**config.mk**
```make
export PLATFORM = sky130hd
export DESIGN_NAME = lsu_dmem_ctrl
export DESIGN_NICKNAME = d
export VERILOG_FILES = /design/src/rtl/lsu_dmem_ctrl.sv
export SDC_FILE = /design/constraint.sdc
export NUM_CORES = 1
export LEC_CHECK = 0
export ABC_AREA = 1
export CORE_MARGIN = 2
export CORE_UTILIZATION = 45
export DETAILED_ROUTE_END_ITERATION = 6
export PLACE_DENSITY_LB_ADDON = 0.3
export SYNTH_ARGS = -nofsm -noshare
export SYNTH_HDL_FRONTEND = slang
export SYNTH_SLANG_ARGS = --single-unit
```
**constraint.sdc**
```tcl
create_clock -name clk -period 6.98 [get_ports clk]
set_input_delay 2.094 -clock clk [delete_from_list [all_inputs] [get_ports clk]]
set_output_delay 2.094 -clock clk [all_outputs]
set_load 0.01 [all_outputs]
```
**src/rtl/lsu_dmem_ctrl.sv**
```systemverilog
// Load/store unit between the MEM stage and a byte-addressed data memory.
// One request at a time: decode/check in IDLE, access in MEM, hold response in RESP.
module lsu_dmem_ctrl #(
    parameter int unsigned WIDTH_ADDR_LENGTH = 32,
    parameter int unsigned WIDTH_DATA_LENGTH = 32,
    parameter int unsigned MEM_DEPTH         = 1 << 10
) (
    input  logic                         clk,
    input  logic                         rst,
    input  logic                         req_valid,
    output logic                         req_ready,
    input  logic                         req_store,
    input  logic [2:0]                   req_funct3,
    input  logic [WIDTH_ADDR_LENGTH-1:0] req_addr,
    input  logic [WIDTH_DATA_LENGTH-1:0] req_wdata,
    output logic                         rsp_valid,
    input  logic                         rsp_ready,
    output logic [WIDTH_DATA_LENGTH-1:0] rsp_rdata,
    output logic [1:0]                   rsp_err,
    output logic [WIDTH_ADDR_LENGTH-1:0] dmem_addr,
    output logic [WIDTH_DATA_LENGTH-1:0] dmem_wdata,
    output logic                         dmem_we,
    output logic [1:0]                   dmem_len,
    input  logic [WIDTH_DATA_LENGTH-1:0] dmem_rdata
);

    localparam int unsigned AW1 = WIDTH_ADDR_LENGTH + 1;

    localparam logic [1:0] IDLE = 2'd0;
    localparam logic [1:0] MEM  = 2'd1;
    localparam logic [1:0] RESP = 2'd2;

    localparam logic [1:0] ERR_OK      = 2'b00;
    localparam logic [1:0] ERR_ALIGN   = 2'b01;
    localparam logic [1:0] ERR_RANGE   = 2'b10;
    localparam logic [1:0] ERR_ILLEGAL = 2'b11;

    logic [1:0]                   state_q, state_d;
    logic                         store_q, store_d;
    logic [2:0]                   funct3_q, funct3_d;
    logic [WIDTH_ADDR_LENGTH-1:0] addr_q, addr_d;
    logic [WIDTH_DATA_LENGTH-1:0] wdata_q, wdata_d;
    logic [WIDTH_DATA_LENGTH-1:0] rdata_q, rdata_d;
    logic [1:0]                   err_q, err_d;

    logic                         req_illegal;
    logic                         req_misaligned;
    logic                         req_out_of_range;
    logic [2:0]                   req_size;
    logic [AW1-1:0]               req_end;
    logic [1:0]                   req_err;
    logic [WIDTH_DATA_LENGTH-1:0] load_ext;

    // Request checks on the live inputs, evaluated while IDLE
    always_comb begin
        req_illegal    = req_store ? (req_funct3 > 3'b010)
                                   : (req_funct3 == 3'b011 || req_funct3[2:1] == 2'b11);
        req_misaligned = 1'b0;
        req_size       = 3'd4;
        case (req_funct3[1:0])
            2'b00: req_size = 3'd1;
            2'b01: begin
                req_size       = 3'd2;
                req_misaligned = req_addr[0];
            end
            default: begin
                req_size       = 3'd4;
                req_misaligned = (req_addr[1:0] != 2'b00);
            end
        endcase
        // One extra bit so an access near the top of the address space cannot wrap
        req_end          = {1'b0, req_addr} + AW1'(req_size);
        req_out_of_range = (req_end > AW1'(MEM_DEPTH));
        if (req_illegal) begin
            req_err = ERR_ILLEGAL;
        end else if (req_misaligned) begin
            req_err = ERR_ALIGN;
        end else if (req_out_of_range) begin
            req_err = ERR_RANGE;
        end else begin
            req_err = ERR_OK;
        end
    end

    always_comb begin
        load_ext = dmem_rdata;
        case (funct3_q)
            3'b000:  load_ext = {{(WIDTH_DATA_LENGTH-8){dmem_rdata[7]}}, dmem_rdata[7:0]};
            3'b001:  load_ext = {{(WIDTH_DATA_LENGTH-16){dmem_rdata[15]}}, dmem_rdata[15:0]};
            3'b100:  load_ext = {{(WIDTH_DATA_LENGTH-8){1'b0}}, dmem_rdata[7:0]};
            3'b101:  load_ext = {{(WIDTH_DATA_LENGTH-16){1'b0}}, dmem_rdata[15:0]};
            default: load_ext = dmem_rdata;
        endcase
    end

    always_comb begin
        state_d  = state_q;
        store_d  = store_q;
        funct3_d = funct3_q;
        addr_d   = addr_q;
        wdata_d  = wdata_q;
        rdata_d  = rdata_q;
        err_d    = err_q;
        case (state_q)
            IDLE: begin
                if (req_valid) begin
                    store_d  = req_store;
                    funct3_d = req_funct3;
                    addr_d   = req_addr;
                    wdata_d  = req_wdata;
                    err_d    = req_err;
                    rdata_d  = '0;
                    state_d  = (req_err == ERR_OK) ? MEM : RESP;
                end
            end
            MEM: begin
                rdata_d = store_q ? '0 : load_ext;
                state_d = RESP;
            end
            RESP: begin
                if (rsp_ready) begin
                    state_d = IDLE;
                end
            end
            default: state_d = IDLE;
        endcase
    end

    always_ff @(posedge clk or posedge rst) begin
        if (rst) begin
            state_q  <= IDLE;
            store_q  <= 1'b0;
            funct3_q <= 3'b000;
            addr_q   <= '0;
            wdata_q  <= '0;
            rdata_q  <= '0;
            err_q    <= ERR_OK;
        end else begin
            state_q  <= state_d;
            store_q  <= store_d;
            funct3_q <= funct3_d;
            addr_q   <= addr_d;
            wdata_q  <= wdata_d;
            rdata_q  <= rdata_d;
            err_q    <= err_d;
        end
    end

    assign req_ready  = (state_q == IDLE);
    assign rsp_valid  = (state_q == RESP);
    assign rsp_rdata  = rdata_q;
    assign rsp_err    = err_q;
    assign dmem_addr  = addr_q;
    assign dmem_wdata = wdata_q;
    // Decoded from state so an asynchronous reset kills a pending write at once
    assign dmem_we    = (state_q == MEM) && store_q;
    assign dmem_len   = (funct3_q[1:0] == 2'b10) ? 2'b11 : funct3_q[1:0];

endmodule

```
==> impl_metrics.toml <==
[outcome]
outcome = "finished clean"

[power]
pwr-share-clk_pct = 32.5
p_leak_uw = 0.00367
seq_power_share_pct = 40.7
sw_frac_of_total_pct = 28.7
p_sw_uw = 517
p_comb_share_pct = 26.8
peakVddDrop_uv = 157
p_int_uw = 1290
power_uw = 1800
powerDensity_nw_per_um2 = 227

[die]
ios = 207
fp.dieH_um = 114
initial_core_util_pct = 45.6
rows = 40
core_sq_um = 11900
die-area_sq_um = 13000
die_w_um = 114

[global_routing]
grt_max_degree = 97
antenna_found_initial = 0
track_usage_pct = 25.7
grt_pass1_wl_mm = 26.5
grt_pass1_vias = 5284
grt-ovfl-total = 0

[route]
vias_per_cell = 5.01
wire_per_inst_um = 15.3
drt_iter0_markers = 329
route.vias.total = 5411
dr.pass1.iters = 5
drt_wl_total_mm = 16.5
postRouteAntennaNets = 0
drc_errors = 0

[timing]
hold_viol = 0
hold_slack_ps = 479
worst_pin_slew_ps = 1030
maxClockFrequency_mhz = 208
finalCritPeriodShare_pct = 69.0
tns_ps = 0
skew_ps = 7.39
slew_viol_final = 0
setup_violations = 0
slew_headroom_pct = 30.7
grt_setup_unrepaired = "false"
min_period_ps = 4820

[clock_tree]
clock_path_buffers = 2
cts_tree = "done"
cts_sinks = 104
holdBufCountCts = 0
clkTransAtPathRegs_ps = 70
cts_root_buffer = "clkbuf_16"
htreeDepth = 3
postCtsSetupBuffers = 0
clk_latency_ps = 350
ctsResizeCount = 0
cts_made_buffers = 9

[hold_path]
worst_hold_path_type = "flip-flop to flip-flop"
hold_depth = 2

[placement]
placed_area_sq_um = 7590
post-dp-hpwl_mm = 12.4
gp_congestion = 0.971
numPortBuffers = 206
dp_cells = 1064

[final_layout]
nets = 1036
antenna_cells = 0
final_layout_size_suffix_gt1_share_pct = 5.36
areaGrowthSynthToFinish_pct = 46.2
design_area_sq_um = 7940
final_cells = 1080

[worst_setup_path]
crit_path_start_kind = "flip-flop"
crit_top_cell = "nor2_1"
worstSetupEndpointType = "output pin"
crit_chain = "inv_1 -> nor2_1 -> clkinv_1 -> nor2_1 -> clkdlybuf4s50_1"
slowest_delay_ps = 810
cp_max_fo = 35
worstRegToRegCells = 6
critPathTopFamily = "buffers and inverters"
crit_arrival_ps = 2720
cp_num_buf_inv = 3
worst-path-stages = 5
critPathKind = "flip-flop to output pin"
worst_ep_required_time_ps = 4890
cp_slowest_cell = "clkinv_1"

[synthesis]
yosysSeqAreaShare_pct = 47.9
yosys-top-cells-area = "dfrtp_1 48%, nand2_1 19%, o21ai_0 5.8%"
async_flop_share_pct = 100
syn_inst = 734
avgSynthCellArea_sq_um = 7.40
yosysWarnings = 0
syn_area_sq_um = 5430
netlist.area_leader.share_pct = 47.9
synthFlopType = "dfrtp_1"
netlist_top_cells_count = "280 x nand2_1, 104 x dfrtp_1, 84 x nor2_1, 63 x o21ai_0, 55 x inv_1"
ys_ff_latch = 104
yosysMostFrequentCell = "nand2_1"
synth_edf_count = 0
synth_nets = 842
yosys.area.top_type = "dfrtp_1"
synth.distinct_cells = 34

[job]
max-cap-violations = 0
-- kinds of logic (layout without fill, tap and decap cells) --
group	after synthesis	count (layout)	synth area share (%)
simple gates	446	446	34.8
xor+xnor	7	7	1.13
fa+ha+maj	4	4	1.06
flops	104	104	47.9
compound gates	88	88	8.89
buf+inv	85	284	6.22
-- metal layers --
layer	global-route usage [%]	up-vias	part of all wire [%]
li1	-	2703	-
met1	34.2	2509	44
met2	44.4	183	49
met3	4.36	16	5.7
met4	5.85	0	1.3
met5	0	-	0
-- worst paths after layout --
check / endpoint / startpoint / slack (ps)
max reg2reg: rsp_rdata[23]$_DFFE_PP0P_ / state_q[0]$_DFFE_PP0P_ / 4090
min in group asynchronous: dmem_wdata[20]$_DFFE_PP0P_ / rst / 2190
max in group asynchronous: rsp_rdata[11]$_DFFE_PP0P_ / rst / 3690
min reg2reg: dmem_wdata[26]$_DFFE_PP0P_ / dmem_wdata[26]$_DFFE_PP0P_ / 480
max: dmem_we / state_q[0]$_DFFE_PP0P_ / 2160
min: dmem_wdata[26]$_DFFE_PP0P_ / dmem_wdata[26]$_DFFE_PP0P_ / 480
-- per-stage QoR --
stage / setup slack (ps) / util (%)
after global routing: 1980 / 66.7
after global placement: 2320 / 63.8
after floorplan: 2150 / -
after detailed placement: 2290 / 63.8
after CTS: 2170 / 66.7
final: 2160 / 66.7
-- sequential cells by signal (all words and copies together), names as in the netlist --
register / cells
dmem_addr: 32
dmem_wdata: 32
funct3_q: 3
rsp_err: 2
rsp_rdata: 32
state_q: 2
store_q: 1
-- power by group through the flow --
stage	registers, uW	logic [uW]	clock network [uW]
after floorplan	778	166	0
after global placement	740	481	0
after global routing	744	533	622
after CTS	734	489	596
final	734	484	586
after detailed placement	744	487	0
-- cell type report --
class	instances	area [sq um]
clock buffer	10	229
clock inverter	6	116
fill	1039	3970
inverter	59	224
multi-input combinational	545	2500
sequential	104	2600
tap	147	184
timing repair buffer	209	2080
-- tightest hold or removal path, stage by stage (launching register included) --
cell	delay (ps)
dfrtp_1	340
nand2_1	50
nand2_1	60
-- cell usage in the layout (no fill, tap or decap), types with 4 or more instances in the layout --
cell             count
nand2_1            279
clkdlybuf4s50_1    206
dfrtp_1            104
nor2_1              84
o21ai_0             63
inv_1               54
nand3_1             47
a21oi_1             13
nor2_2               9
clkbuf_16            9
nor2_4               7
a32o_1               7
xor2_1               6
nand3_2              4
nand2_2              4
Power figures use the tool's default switching activity.
